`src/rtl/step_seq_pkg.sv`:
```
// Shared types and constants for the servo step sequencer.
package step_seq_pkg;

    // One 20 ms servo PWM frame at 50 MHz.
    localparam int unsigned DEFAULT_FRAME_CYCLES = 1000000;

    typedef enum logic [1:0] {
        IDLE  = 2'd0,
        RUN   = 2'd1,
        PAUSE = 2'd2,
        DONE  = 2'd3
    } state_t;

endpackage

```
`src/rtl/step_sequencer_frame_tick_gen.sv`:
```
// Free-running frame counter; flags the last cycle of each frame while enabled.
module frame_tick_gen
    import step_seq_pkg::*;
#(
    parameter int unsigned FRAME_CYCLES = DEFAULT_FRAME_CYCLES
) (
    input  logic CLK,
    input  logic RST,
    input  logic clear,
    input  logic enable,
    output logic frame_end_c
);

    localparam int unsigned CNT_W = $clog2(FRAME_CYCLES);
    localparam logic [CNT_W-1:0] FCNT_LAST = CNT_W'(FRAME_CYCLES - 1);

    logic [CNT_W-1:0] fcnt;

    assign frame_end_c = enable && (fcnt == FCNT_LAST);

    // Count 0..FRAME_CYCLES-1 while enabled; hold otherwise.
    always_ff @(posedge CLK) begin
        if (RST || clear) begin
            fcnt <= '0;
        end else if (enable) begin
            fcnt <= (fcnt == FCNT_LAST) ? '0 : fcnt + CNT_W'(1);
        end
    end

endmodule

```
`src/rtl/step_sequencer.sv`:
```
// Servo motion step timer: holds each sequence address for dwell+1 frames.
module step_sequencer
    import step_seq_pkg::*;
#(
    parameter int unsigned FRAME_CYCLES = DEFAULT_FRAME_CYCLES,
    parameter int unsigned ADDR_W       = 8,
    parameter int unsigned DWELL_W      = 8
) (
    input  logic               CLK,
    input  logic               RST,
    input  logic               start,
    input  logic               stop,
    input  logic               pause,
    input  logic               loop_en,
    input  logic [ADDR_W-1:0]  last_addr,
    input  logic [DWELL_W-1:0] dwell,
    output logic [ADDR_W-1:0]  addr,
    output logic               frame_tick,
    output logic               step_adv,
    output logic               wrap,
    output logic               busy,
    output logic               done
);

    localparam logic [DWELL_W-1:0] DCNT_MAX = '1;

    state_t             state, state_n;
    logic [DWELL_W-1:0] dcnt, dcnt_n;
    logic [ADDR_W-1:0]  addr_n;
    logic               frame_tick_n, step_adv_n, wrap_n, busy_n, done_n;
    logic               frame_end_c;
    logic               fcnt_clear_c;

    // Frame counter restarts whenever playback is not in progress or is aborted.
    assign fcnt_clear_c = stop || (state == IDLE) || (state == DONE);

    frame_tick_gen #(
        .FRAME_CYCLES (FRAME_CYCLES)
    ) u_frame_tick_gen (
        .CLK         (CLK),
        .RST         (RST),
        .clear       (fcnt_clear_c),
        .enable      (state == RUN),
        .frame_end_c (frame_end_c)
    );

    // State, dwell counter and registered outputs.
    always_ff @(posedge CLK) begin
        if (RST) begin
            state      <= IDLE;
            dcnt       <= '0;
            addr       <= '0;
            frame_tick <= 1'b0;
            step_adv   <= 1'b0;
            wrap       <= 1'b0;
            busy       <= 1'b0;
            done       <= 1'b0;
        end else begin
            state      <= state_n;
            dcnt       <= dcnt_n;
            addr       <= addr_n;
            frame_tick <= frame_tick_n;
            step_adv   <= step_adv_n;
            wrap       <= wrap_n;
            busy       <= busy_n;
            done       <= done_n;
        end
    end

    // Next-state, dwell/address update and pulse generation.
    always_comb begin
        state_n      = state;
        dcnt_n       = dcnt;
        addr_n       = addr;
        frame_tick_n = 1'b0;
        step_adv_n   = 1'b0;
        wrap_n       = 1'b0;

        case (state)
            IDLE, DONE: begin
                if (start) begin
                    state_n = RUN;
                    dcnt_n  = '0;
                    addr_n  = '0;
                end
            end
            RUN: begin
                if (frame_end_c) begin
                    frame_tick_n = 1'b1;
                    // >= so a dwell lowered mid-step ends at the next frame end.
                    if (dcnt >= dwell) begin
                        step_adv_n = 1'b1;
                        dcnt_n     = '0;
                        if (addr != last_addr) begin
                            addr_n = addr + ADDR_W'(1);
                        end else if (loop_en) begin
                            addr_n = '0;
                            wrap_n = 1'b1;
                        end else begin
                            state_n = DONE;
                        end
                    end else begin
                        dcnt_n = (dcnt == DCNT_MAX) ? dcnt : dcnt + DWELL_W'(1);
                    end
                end
                // Frame end (if any) is processed first, then the block freezes.
                if (pause && (state_n == RUN)) begin
                    state_n = PAUSE;
                end
            end
            PAUSE: begin
                if (!pause) begin
                    state_n = RUN;
                end
            end
            default: state_n = IDLE;
        endcase

        // Abort wins over everything except reset.
        if (stop) begin
            state_n      = IDLE;
            dcnt_n       = '0;
            addr_n       = '0;
            frame_tick_n = 1'b0;
            step_adv_n   = 1'b0;
            wrap_n       = 1'b0;
        end

        busy_n = (state_n == RUN) || (state_n == PAUSE);
        done_n = (state_n == DONE);
    end

endmodule

```
`config.mk`:
```
export PLATFORM = sky130hd
export DESIGN_NAME = step_sequencer
export DESIGN_NICKNAME = d
export VERILOG_FILES = /design/src/rtl/step_seq_pkg.sv /design/src/rtl/step_sequencer_frame_tick_gen.sv /design/src/rtl/step_sequencer.sv
export SDC_FILE = /design/constraint.sdc
export NUM_CORES = 1
export LEC_CHECK = 0
export BUFFER_PORTS_ARGS = -buffer_cell sky130_fd_sc_hd__buf_2
export CAP_MARGIN = 20
export CORE_AREA = 8 8 76 78
export DETAILED_ROUTE_END_ITERATION = 7
export DIE_AREA = 0 0 84 86
export PLACE_DENSITY = 0.78
export RECOVER_POWER = 25
export REMOVE_ABC_BUFFERS = 1
export SYNTH_ARGS = -nofsm -noshare
export SYNTH_HDL_FRONTEND = slang
export SYNTH_HIERARCHICAL = 1
export SYNTH_SLANG_ARGS = --single-unit
```
`constraint.sdc`:
```
create_clock -name CLK -period 3.4 [get_ports CLK]
set_input_delay 0.51 -clock CLK [delete_from_list [all_inputs] [get_ports CLK]]
set_output_delay 0.51 -clock CLK [all_outputs]
set_load 0.05 [all_outputs]
```
======== Word-level counts from Yosys, hierarchy flattened ========
Cells that the tools add are included.
word-level totals
  bits in registers ....................... 43
  input port bits ......................... 22
  output and inout bits ................... 13
  word-level logic and storage cells ...... 70
operators by class
  $add $sub $neg .......................... 3
  order comparisons ....................... 1
  equal/unequal tests ..................... 15
  muxes and demuxes ....................... 24
  bitwise gates (word level) .............. 3
  reduce and logical (&&, ||, !) cells .... 15
operators by type and width
  operator                                                         number
  8-bit two-way mux                                                8
  8-bit case mux with 2 select lines                               2
  20-bit by 1-bit adder with 20-bit output, second input constant  1
  20-bit == test, second input constant                            1
  20-bit two-way mux                                               1
  2-bit two-way mux                                                9
  8-bit by 1-bit adder with 8-bit output, second input constant    2
  2-bit == test, second input constant                             4
  8-bit == test, second input constant                             1
  8-bit greater-or-equal comparator                                1
  8-bit inequality test                                            1
  2-bit by 1-bit == test with 1-bit output, second input constant  3
  2-bit inequality test, second input constant                     3
  3-bit inequality test, second input constant                     2
  2-bit case mux with 3 select lines                               1
  6-bit OR reduction                                               1
  5-bit AND reduction                                              1
  1-bit logical OR                                                 4
  4-bit AND reduction                                              1
  2-bit OR reduction                                               2
  4-bit OR reduction                                               1
  1-bit two-way mux                                                3
  1-bit NOT                                                        3
  3-bit OR reduction                                               1
  other kinds (3)                                                  4

======== Depth between registers and ports, before layout ========
Gate-level depths: netlist (run 1).
  word-level depth ........................ 12
  gate-level depth with buffers ........... 12

======== Modules after synthesis ========
Netlist (run 1), hierarchy kept.
modules (own cells, without submodules)
  module          times used  cells an instance  area each (µm²)  seq. area each (µm²)
  step_sequencer  1           190                1571.5           460.4
  frame_tick_gen  1           112                963.4            400.4

======== Worst setup path before layout (run 1) ========
Ideal clock, no wire load.
  path kind ............................... reg2reg
  start point ............................. register state[1]
  end point ............................... register dcnt[7]
  library setup time ...................... 71 ps
  arrival time ............................ 2871 ps
  data required time ...................... 3329 ps
  slack ................................... 458 ps
  stages on the path, launching flop included .. 13
  period minus slack after synthesis ...... 2942 ps
  cell sequence ........................... dfxtp_1 inv_1 ha_1 buf_2 and3_1 nand4_1 nor3_1 nor2b_1 or3_1 buf_2 or2_4 or4_1 a21oi_1
on the way
  longest elaborated chain between the ends .. 4
RTL lines
  element                                   line                                 source
  start: declaration                        step_sequencer.sv:27                 state_t state, state_n;
  start signal: assignment                  step_sequencer.sv:59                 state <= state_n;
  2-bit by 1-bit == test with 1-bit output  step_sequencer.sv:43                 .enable (state == RUN),
  1-bit logical AND                         step_sequencer_frame_tick_gen.sv:19  assign frame_end_c = enable && (fcnt == FCNT_LAST);
  via frame_end_c                           step_sequencer.sv:31                 logic frame_end_c;
  2-bit inequality test (no source line)    --
  4-bit AND reduction (no source line)      --
  end signal: assignment                    step_sequencer.sv:60                 dcnt <= dcnt_n;
  end: declaration                          step_sequencer.sv:28                 logic [DWELL_W-1:0] dcnt, dcnt_n;
The timed path passes the listed nets, and every way through them passes these cells.
A chain may end at the register's enable or synchronous reset.

======== Worst setup path in the final report (run 1) ========
Same ends and word-level chain as after synthesis.

==> results_dict.tcl, run 1 <==
set metrics [dict create \
    outcome "finished clean" \
    p_leak_nw 1.02 \
    timing.critical_path.from "state[1]$_SDFF_PP0_" \
    irDropWorstVdd_uv 289 \
    maxSlewHeadroom_pct 44.9 \
    finalMaxSlewViolations 0 \
    cts-hold-fix-buffers 0 \
    cts.repair_timing.setup_buffer_count 0 \
    postLayoutCellArea_mm2 0.00284 \
    finish.utilization_pct 61.7 \
    timing.critical_path.slowest_cell_delay_ns 0.43 \
    numPortBuffers 34 \
    io_pins 35 \
    cellPowerDensity_mw_per_mm2 319 \
    ys_ff_latch 43 \
    achievable-frequency_mhz 334 \
    synth_seq_area_share_pct 34.0 \
    gp_congestion 0.852 \
    hp-start "RST" \
    synth_cell_types 54 \
    clock_tree.htree_level_count 2 \
    min-delay-path-class "in -> reg" \
    flow.area_growth_from_synthesis_pct 11.9 \
    vias 2319 \
    die_w_um 84 \
    ys_dominant_reg_cell "sky130_fd_sc_hd__dfxtp_1" \
    time_the_final_worst_path_needs_with_i_o_delays_and_setup_ns 2.99 \
    unrepaired_setup_endpoints_after_global_routing "no" \
    synth_area_per_cell_um2 8.39 \
    final.period_utilization_pct 88.0 \
    synth_area_mm2 0.00253 \
    cp_num_buf_inv 1 \
    clk_pin_slew_worst_paths_ns 0.08 \
    insertion_delay_ns 0.29 \
    placedInstanceArea_mm2 0.00277 \
    grtUsageTotal_pct 15.2 \
    critPathMaxFanout 7 \
    die_height_um 86 \
    cts.root.buffer_cell "sky130_fd_sc_hd__clkbuf_8" \
    critical_path.cell_chain "inv_1, ha_1, and3_1, nand4_1, nor3_1, nor2b_1, or3_1, or2_4, or4_1, a21oi_1" \
    core_ar_mm2 0.00460 \
    timing.final.hold_violations 0 \
    fill_cells 419 \
    grt_pass1_wl_mm 9.47 \
    placementRows 25 \
    multi_input_comb_area_mm2 0.00158 \
    post_drt_via_cell_ratio 5.87 \
    pin_count_of_the_biggest_net_entering_global_routing 15 \
    place_hpwl_mm 4.24 \
    cts_sink_cnt 43 \
    kind_of_end_point_of_the_critical_path "register" \
    floorplan.initialDensity_pct 55.1 \
    synth_top_cells_by_area "sky130_fd_sc_hd__dfxtp_1 (34%), sky130_fd_sc_hd__ha_1 (8.4%), sky130_fd_sc_hd__a21oi_1 (4.5%), sky130_fd_sc_hd__xor2_1 (4.5%), sky130_fd_sc_hd__nor2_1 (4.1%)" \
    antenna-diode-count 0 \
    globalRouteOverflowTotal 0 \
    setup_violations 0 \
    timing.rr.start "state[1]$_SDFF_PP0_" \
    final-instance-count-excl-fill 395 \
    cts_resized 0 \
    grt_pass1_vias 2195 \
    syn_inst_count 302 \
    post-place-cells 387 \
    drt_wl_total_mm 5.41 \
    remaining_drc_errors 0 \
    ys_warn_count 6 \
    drt-initial-drc-count 124 \
    crit_path_launch_type "register" \
    edff_count_synth 0 \
    path_delay_family "simple AND/OR/NAND/NOR gates" \
    ctsLongestPathBuffers 2 \
    detail-route-antenna-nets 0 \
    post-synth-top-area-fraction_pct 34.0 \
    critPathRequiredTime_ns 3.62 \
    drt_pass1_iterations 4 \
    nNetsFinal 379 \
    critical_path_s_slowest_cell "sky130_fd_sc_hd__or3_1" \
    synthMostInstantiatedCell "sky130_fd_sc_hd__dfxtp_1" \
    ys_async_sr_fraction_pct 0 \
    antenna_found_initial 0 \
    wl_per_cell_um 13.7 \
    tritoncts.num_buffers 5 \
    area_enclosed_by_the_die_boundary_mm2 0.00722 \
    sequential_cell_area_um2 861 \
    tritoncts "done" \
    max_cap_viol_count 0 \
    ys_top_cells_by_count "sky130_fd_sc_hd__dfxtp_1 (43), sky130_fd_sc_hd__nor2_1 (28), sky130_fd_sc_hd__a21oi_1 (23), sky130_fd_sc_hd__nand2_1 (20), sky130_fd_sc_hd__ha_1 (17)" \
    final.setup_skew_ns 0.00737 \
    slew_at_the_pin_closest_to_its_max_slew_limit_ns 0.821 \
    yosysTopAreaCell "sky130_fd_sc_hd__dfxtp_1" \
    setup.worst_path.class "reg -> reg" \
    timing.setup.tns_ns 0 \
    cp_data_arrival_time_ns 3.21 \
    layout-drive-gt1-share_pct 13.5 \
]
worst reg2reg max path, delay by kind of cell (launching register included):
| kind | cells | cell delay, ns |
|---|---|---|
| simple gates | 7 | 2.11 |
| flops | 1 | 0.36 |
| fa+ha+maj | 1 | 0.17 |
| compound gates | 1 | 0.15 |
| buf+inv | 1 | 0.13 |
path summary, 6_finish.rpt:
check                           slack (ns)  cells after the start                                     end
worst max-delay path                  0.41                     10                    dcnt[7]$_SDFFE_PP0P_
worst min-delay path                  0.43                      2                         busy$_SDFF_PP0_
worst max register to register        0.41                     10                    dcnt[7]$_SDFFE_PP0P_
worst min register to register        0.50                      2  u_frame_tick_gen/fcnt[18]$_SDFFE_PP0P_
final cells by class:
cell class	count	area share, %
clock inverter	2	0.441
timing repair buffer	37	6.22
inverter	17	2.25
sequential	43	30.3
tap	54	2.38
multi-input combinational	236	55.8
clock buffer	6	2.56
power by group:
| group | internal (mW) | switching (mW) | total, mW | leakage [nW] |
|---|---|---|---|---|
| Sequential | 0.506 | 0.00347 | 0.509 | 0.347 |
| Combinational | 0.0327 | 0.0549 | 0.0877 | 0.634 |
| Clock | 0.143 | 0.164 | 0.308 | 0.0412 |
registers in the layout, summed over array words and instances, names as in the netlist:
signal / cells
addr: 8
busy: 1
dcnt: 8
done: 1
frame_tick: 1
state: 2
step_adv: 1
u_frame_tick_gen/fcnt: 20
wrap: 1
routing by layer:
metal / routed length [um] / up-vias / global-route usage [%]
met5: 0 / - / 0
li1: - / 1177 / -
met3: 385 / 10 / 4.27
met1: 2420 / 1070 / 18.0
met2: 2530 / 62 / 25.3
met4: 82 / 0 / 5.81
kinds of logic after synthesis:
family	Yosys count	share of synthesized area (%)
AO/OA/AOI/OAI	63	16.6
adder cells (fa/ha/maj)	17	8.39
AND/OR/NAND/NOR	132	29.0
XOR/XNOR	23	7.95
multiplexers	1	0.395
flip-flops	43	34.0
buffers and inverters	23	3.75
cell usage in the layout, fill, tap and decap left out, types with 2 or more instances in the layout:
cell type | synthesis | routed
sky130_fd_sc_hd__nor4b_1 | 2 | 2
sky130_fd_sc_hd__buf_4 | 1 | 3
sky130_fd_sc_hd__o21ai_0 | 14 | 14
sky130_fd_sc_hd__nor3_1 | 6 | 6
sky130_fd_sc_hd__xor2_1 | 13 | 13
sky130_fd_sc_hd__clkbuf_1 | 0 | 14
sky130_fd_sc_hd__o31ai_1 | 7 | 6
sky130_fd_sc_hd__xnor2_1 | 10 | 10
sky130_fd_sc_hd__inv_1 | 16 | 16
sky130_fd_sc_hd__dfxtp_1 | 43 | 43
sky130_fd_sc_hd__nor4_1 | 7 | 7
sky130_fd_sc_hd__a211oi_1 | 2 | 2
sky130_fd_sc_hd__ha_1 | 17 | 17
sky130_fd_sc_hd__nor2b_1 | 4 | 4
sky130_fd_sc_hd__and2_1 | 2 | 2
sky130_fd_sc_hd__or4_1 | 4 | 4
sky130_fd_sc_hd__buf_2 | 4 | 21
sky130_fd_sc_hd__and3_1 | 7 | 7
sky130_fd_sc_hd__nor2_1 | 28 | 28
sky130_fd_sc_hd__nand4_1 | 9 | 9
sky130_fd_sc_hd__or3_1 | 10 | 10
sky130_fd_sc_hd__and4_1 | 4 | 4
sky130_fd_sc_hd__or2_2 | 3 | 3
sky130_fd_sc_hd__nand4b_1 | 3 | 3
sky130_fd_sc_hd__a21oi_1 | 23 | 23
sky130_fd_sc_hd__clkbuf_8 | 0 | 5
sky130_fd_sc_hd__nand2_1 | 20 | 20
sky130_fd_sc_hd__nand3_1 | 15 | 15
per-stage QoR:
stage	power, mW	worst slack, ns	hold slack [ns]
final	0.905	0.407	0.430
after global routing	0.950	0.125	0.430
after CTS	0.919	0.426	0.422
after detailed placement	0.609	0.459	0.484
after global placement	0.607	0.607	0.472
after floorplan	0.577	0.503	0.458
(Power assumes the default switching activity.)
==> run 2: changes to the inputs <==
--- a/config.mk
+++ b/config.mk
@@ -7,13 +7,12 @@
 export LEC_CHECK = 0
 export BUFFER_PORTS_ARGS = -buffer_cell sky130_fd_sc_hd__buf_2
 export CAP_MARGIN = 20
-export CORE_AREA = 8 8 76 78
+export CORE_AREA = 8 8 77 79
 export DETAILED_ROUTE_END_ITERATION = 7
-export DIE_AREA = 0 0 84 86
-export PLACE_DENSITY = 0.78
+export DIE_AREA = 0 0 85 87
+export PLACE_DENSITY = 0.76
 export RECOVER_POWER = 25
 export REMOVE_ABC_BUFFERS = 1
 export SYNTH_ARGS = -nofsm -noshare
 export SYNTH_HDL_FRONTEND = slang
-export SYNTH_HIERARCHICAL = 1
 export SYNTH_SLANG_ARGS = --single-unit
==> results_dict.tcl, run 2 <==
set metrics [dict create \
    outcome "finished clean" \
    p_leak_nw 1.06 \
    cts.root.buffer_cell "sky130_fd_sc_hd__clkbuf_8" \
    time_the_final_worst_path_needs_with_i_o_delays_and_setup_ns 2.84 \
    biggest_registers_after_layout "u_frame_tick_gen.fcnt (20), addr (8), dcnt (8)" \
    pin_count_of_the_biggest_net_entering_global_routing 20 \
    antenna_found_initial 0 \
    cp_data_arrival_time_ns 3.03 \
    syn_inst_count 301 \
    maxSlewHeadroom_pct 46.9 \
    ys_top_cells_by_count "sky130_fd_sc_hd__dfxtp_1 (43), sky130_fd_sc_hd__nor2_1 (32), sky130_fd_sc_hd__a21oi_1 (24), sky130_fd_sc_hd__nand2_1 (22), sky130_fd_sc_hd__xor2_1 (18)" \
    nNetsFinal 374 \
    final.period_utilization_pct 83.6 \
    layout-drive-gt1-share_pct 11.6 \
    globalRouteOverflowTotal 0 \
    cts.repair_timing.setup_buffer_count 0 \
    drt-initial-drc-count 94 \
    min-delay-path-class "in -> reg" \
    synth_cell_types 48 \
    ys_dominant_reg_cell "sky130_fd_sc_hd__dfxtp_1" \
    max_cap_viol_count 0 \
    cellPowerDensity_mw_per_mm2 346 \
    post-synth-top-area-fraction_pct 33.6 \
    multi_input_comb_area_mm2 0.00161 \
    setup_violations 0 \
    ys_ff_latch 43 \
    cts_sink_cnt 43 \
    drt_wl_total_mm 5.57 \
    floorplan.initialDensity_pct 52.9 \
    insertion_delay_ns 0.29 \
    cts_resized 0 \
    largest_register "u_frame_tick_gen.fcnt" \
    ys_warn_count 0 \
    wl_per_cell_um 14.2 \
    design_power_total_mw 0.991 \
    slew_at_the_pin_closest_to_its_max_slew_limit_ns 0.776 \
    flow.area_growth_from_synthesis_pct 11.6 \
    timing.final.hold_violations 0 \
    clk_pin_slew_worst_paths_ns 0.08 \
    clock_tree.htree_level_count 2 \
    final.setup_skew_ns 0.00326 \
    placementRows 26 \
    core_ar_mm2 0.00485 \
    numPortBuffers 34 \
    setup.worst_path.class "reg -> reg" \
    yosysTopAreaCell "sky130_fd_sc_hd__dfxtp_1" \
    drt_pass1_iterations 4 \
    fill_cells 464 \
    largest_reg_flops 20 \
    most-common-layout-cells "sky130_fd_sc_hd__dfxtp_1 (43), sky130_fd_sc_hd__nor2_1 (32), sky130_fd_sc_hd__a21oi_1 (24)" \
    antenna-diode-count 0 \
    critPathRequiredTime_ns 3.59 \
    irDropWorstVdd_uv 207 \
    die_w_um 85 \
    grt_pass1_wl_mm 9.62 \
    critPathMaxFanout 4 \
    die_height_um 87 \
    kind_of_end_point_of_the_critical_path "register" \
    unrepaired_setup_endpoints_after_global_routing "no" \
    vias 2261 \
    synthMostInstantiatedCell "sky130_fd_sc_hd__dfxtp_1" \
    sequential_cell_area_um2 861 \
    edff_count_synth 0 \
    tritoncts "done" \
    ctsLongestPathBuffers 2 \
    place_hpwl_mm 4.31 \
    grtUsageTotal_pct 15.7 \
    synth_area_per_cell_um2 8.51 \
    synth_top_cells_by_area "sky130_fd_sc_hd__dfxtp_1 (34%), sky130_fd_sc_hd__ha_1 (7.8%), sky130_fd_sc_hd__xor2_1 (6.2%), sky130_fd_sc_hd__a21oi_1 (4.7%), sky130_fd_sc_hd__nor2_1 (4.7%)" \
    achievable-frequency_mhz 352 \
    timing.setup.tns_ns 0 \
    synth_seq_area_share_pct 33.6 \
    synth_area_mm2 0.00256 \
    remaining_drc_errors 0 \
    tritoncts.num_buffers 5 \
    most_common_cell_after_layout_fill_and_taps_aside "sky130_fd_sc_hd__dfxtp_1" \
    finalMaxSlewViolations 0 \
    grt_pass1_vias 2134 \
    cts-hold-fix-buffers 0 \
    crit_path_launch_type "register" \
    ys_async_sr_fraction_pct 0 \
    gp_congestion 0.839 \
    io_pins 35 \
    area_enclosed_by_the_die_boundary_mm2 0.00740 \
    post_drt_via_cell_ratio 5.77 \
    detail-route-antenna-nets 0 \
]
==> run 2: cell families (layout without fill, tap and decap cells) <==
logic type	Yosys count	count (layout)	synth area share, %
adder cells (fa/ha/maj)	16	16	7.81
AO/OA/AOI/OAI	65	65	17.4
XOR/XNOR	27	27	9.23
buffers and inverters	22	57	3.61
flip-flops	43	43	33.6
AND/OR/NAND/NOR	128	128	28.4
==> run 2: report_power, final <==
group          internal, mW  leakage [nW]  switching, mW  total (mW)
clock                 0.215        0.0513          0.171       0.387
sequential            0.506         0.347        0.00340       0.510
combinational        0.0349         0.664         0.0594      0.0943
total                 0.757          1.06          0.234       0.991
==> run 2: final timing paths <==
kind | start | endpoint | slack (ns) | cells after the start
hold / removal | RST | busy$_SDFF_PP0_ | 0.42 | 2
hold reg to reg | u_frame_tick_gen.fcnt[1]$_SDFFE_PP0P_ | u_frame_tick_gen.fcnt[1]$_SDFFE_PP0P_ | 0.50 | 2
setup reg to reg | dcnt[0]$_SDFFE_PP0P_ | busy$_SDFF_PP0_ | 0.56 | 10
setup / recovery | dcnt[0]$_SDFFE_PP0P_ | busy$_SDFF_PP0_ | 0.56 | 10
==> run 2: stage by stage <==
step,util [%],area (um2),worst slack (ns),std cells,hold slack (ns)
4_1_cts,59.3,2880,0.563,392,0.420
5_1_grt,59.0,2860,0.473,392,0.426
6_report,59.0,2860,0.558,392,0.423
3_5_place_dp,57.2,2770,0.391,385,0.492
2_1_floorplan,-,2530,0.869,294,0.467
3_3_place_gp,57.2,2770,0.605,385,0.481
==> run 2: critical path, cell delays in order (launching register included) <==
cell and delay [ns]:
sky130_fd_sc_hd__dfxtp_1 0.41, sky130_fd_sc_hd__inv_1 0.07, sky130_fd_sc_hd__ha_1 0.27, sky130_fd_sc_hd__and3_1 0.14, sky130_fd_sc_hd__o21ai_0 0.10, sky130_fd_sc_hd__a31o_2 0.31, sky130_fd_sc_hd__a2111oi_0 0.70, sky130_fd_sc_hd__nor2_1 0.14
sky130_fd_sc_hd__nor3_1 0.22, sky130_fd_sc_hd__ha_1 0.25, sky130_fd_sc_hd__nor2b_1 0.13
==> run 2: routing by layer <==
| metal | wire length, um | vias up | track usage (%) |
|---|---|---|---|
| li1 | - | 1161 | - |
| met1 | 2620 | 1051 | 19.2 |
| met2 | 2690 | 42 | 26.9 |
| met3 | 184 | 7 | 3.30 |
| met4 | 68 | 0 | 4.53 |
| met5 | 0 | - | 0 |
==> run 2: final cells by class <==
class,count,area share (%)
Tap cell,56,2.45
Clock buffer,6,2.54
Sequential cell,43,30.1
Multi-Input combinational cell,236,56.3
Inverter,15,1.97
Clock inverter,1,1.05
Timing Repair Buffer,35,5.64
==> run 3: changes to the inputs <==
--- a/config.mk
+++ b/config.mk
@@ -7,10 +7,10 @@
 export LEC_CHECK = 0
 export BUFFER_PORTS_ARGS = -buffer_cell sky130_fd_sc_hd__buf_2
 export CAP_MARGIN = 20
-export CORE_AREA = 8 8 77 79
+export CORE_AREA = 8 8 80 82
 export DETAILED_ROUTE_END_ITERATION = 7
-export DIE_AREA = 0 0 85 87
-export PLACE_DENSITY = 0.76
+export DIE_AREA = 0 0 88 90
+export PLACE_DENSITY = 0.74
 export RECOVER_POWER = 25
 export REMOVE_ABC_BUFFERS = 1
 export SYNTH_ARGS = -nofsm -noshare
==> constraint.sdc (replaced) <==
create_clock -name CLK -period 2.4 [get_ports CLK]
set_input_delay 0.36 -clock CLK [delete_from_list [all_inputs] [get_ports CLK]]
set_output_delay 0.36 -clock CLK [all_outputs]
set_load 0.05 [all_outputs]
==> results_dict.tcl, run 3 (synthesis results as in run 2) <==
set metrics [dict create \
    outcome "finished clean" \
    numPortBuffers 34 \
    cts.root.buffer_cell "sky130_fd_sc_hd__clkbuf_8" \
    pin_count_of_the_biggest_net_entering_global_routing 20 \
    finalMaxSlewViolations 0 \
    largest_register "u_frame_tick_gen.fcnt" \
    detail-route-antenna-nets 0 \
    path_delay_family "compound AO/OA/AOI/OAI gates" \
    setup_violations 0 \
    max_cap_viol_count 0 \
    timing.final.hold_violations 0 \
    largest_reg_flops 20 \
    min-delay-path-class "in -> reg" \
    io_pins 35 \
    globalRouteOverflowTotal 0 \
    clk_pin_slew_worst_paths_ns 0.08 \
    cellPowerDensity_mw_per_mm2 426 \
    ctsLongestPathBuffers 2 \
    wl_per_cell_um 13.6 \
    place_hpwl_mm 4.46 \
    floorplan.initialDensity_pct 48.9 \
    critPathRequiredTime_ns 2.59 \
    grt_pass1_vias 2289 \
    drt_pass1_iterations 4 \
    critPathMaxFanout 4 \
    antenna-diode-count 0 \
    grtUsageTotal_pct 14.9 \
    most-common-layout-cells "sky130_fd_sc_hd__dfxtp_1 (38), sky130_fd_sc_hd__nor2_1 (32), sky130_fd_sc_hd__buf_4 (29)" \
    tritoncts.num_buffers 5 \
    insertion_delay_ns 0.29 \
    core_ar_mm2 0.00524 \
    post-place-cells 428 \
    design_power_total_mw 1.33 \
    nNetsFinal 402 \
    achievable-frequency_mhz 419 \
    maxSlewHeadroom_pct 59.6 \
    layout-drive-gt1-share_pct 21.9 \
    die_height_um 90 \
    drt-initial-drc-count 71 \
    remaining_drc_errors 0 \
    cp_num_buf_inv 1 \
    final.setup_skew_ns 0.00759 \
    irDropWorstVdd_uv 293 \
    area_enclosed_by_the_die_boundary_mm2 0.00792 \
    cp_data_arrival_time_ns 2.58 \
    gp_congestion 0.864 \
    slew_at_the_pin_closest_to_its_max_slew_limit_ns 0.608 \
    clock_tree.htree_level_count 2 \
    critical_path.cell_chain "ha_4, nor2b_2, o211ai_1, a31o_2, a2111oi_4, buf_4, nor2_1, nor3_2, ha_1, nor2b_1" \
    vias 2389 \
    hold_ws_ns 0.271 \
    grt_pass1_wl_mm 9.78 \
    cts-hold-fix-buffers 0 \
    timing.critical_path.slowest_cell_delay_ns 0.35 \
    p_leak_nw 1.20 \
    unrepaired_setup_endpoints_after_global_routing "yes" \
    setup.worst_path.class "reg -> reg" \
    tritoncts "done" \
    final.period_utilization_pct 99.4 \
    most_common_cell_after_layout_fill_and_taps_aside "sky130_fd_sc_hd__dfxtp_1" \
    antenna_found_initial 0 \
    final-instance-count-excl-fill 437 \
    time_the_final_worst_path_needs_with_i_o_delays_and_setup_ns 2.39 \
    placementRows 27 \
    crit_path_launch_type "register" \
    flow.area_growth_from_synthesis_pct 22.3 \
    post_drt_via_cell_ratio 5.47 \
    biggest_registers_after_layout "u_frame_tick_gen.fcnt (20), addr (8), dcnt (8)" \
    kind_of_end_point_of_the_critical_path "register" \
    critical_path_s_slowest_cell "sky130_fd_sc_hd__dfxtp_2" \
    cts_sink_cnt 43 \
    drt_wl_total_mm 5.96 \
    die_w_um 88 \
]
==> run 3: report_power, final <==
| group | leakage (nW) | internal (mW) | switching (mW) |
|---|---|---|---|
| Clock | 0.0412 | 0.204 | 0.248 |
| Sequential | 0.349 | 0.718 | 0.00399 |
| Combinational | 0.812 | 0.0650 | 0.0955 |
| Total | 1.20 | 0.986 | 0.347 |
==> run 3: cell type report <==
class / instances / area [um2]
inverters: 15 / 56.3
repair buffers: 63 / 372
flip-flops and latches: 43 / 867
multi-input cells: 236 / 1660
well taps: 72 / 90.1
clock inverters: 2 / 12.5
clock buffers: 6 / 72.6
fillers: 472 / 2100
==> run 3: worst reg2reg max path, delay by kind of cell (launching register included) <==
family	cells	cell delay [ns]
AOI/OAI and AO/OA	3	0.69
and+or+nand+nor	4	0.55
adders and majority gates	2	0.54
DFF	1	0.35
buffers and inverters	1	0.16
==> run 3: layer usage <==
| layer | up-vias | GRT usage, % | share of wire, % |
|---|---|---|---|
| met5 | - | 0 | 0 |
| met4 | 0 | 6.03 | 2.1 |
| met2 | 48 | 25.2 | 49 |
| li1 | 1210 | - | - |
| met1 | 1118 | 17.7 | 46 |
| met3 | 13 | 2.73 | 2.8 |
==> run 3: repair_timing <==
item / in CTS / in global routing
setup buffers: 0 / 1
pin swaps: 0 / 3
setup endpoints to repair: 2 / 6
resized for setup: 3 / 12
==> run 3: path summary, 6_finish.rpt <==
| check | cells after the start | slack, ns | endpoint | startpoint |
|---|---|---|---|---|
| setup / recovery | 10 | 0.01 | busy$_SDFF_PP0_ | dcnt[1]$_SDFFE_PP0P_ |
| setup reg to reg | 10 | 0.01 | busy$_SDFF_PP0_ | dcnt[1]$_SDFFE_PP0P_ |
| hold reg to reg | 2 | 0.50 | u_frame_tick_gen.fcnt[1]$_SDFFE_PP0P_ | u_frame_tick_gen.fcnt[1]$_SDFFE_PP0P_ |
| hold / removal | 2 | 0.27 | done$_SDFF_PP0_ | RST |
==> run 3: metrics by stage <==
stage                     area [um2]  worst slack, ns  TNS, ns  utilization [%]
after CTS                       3090          0.00630        0             59.1
after global routing            3130          -0.0256  -0.0290             59.8
final                           3130           0.0146        0             59.8
after detailed placement        3000           -0.277   -0.564             57.2
after global placement          3000           -0.170   -0.215             57.2
after floorplan                 2530          -0.0349  -0.0349                -
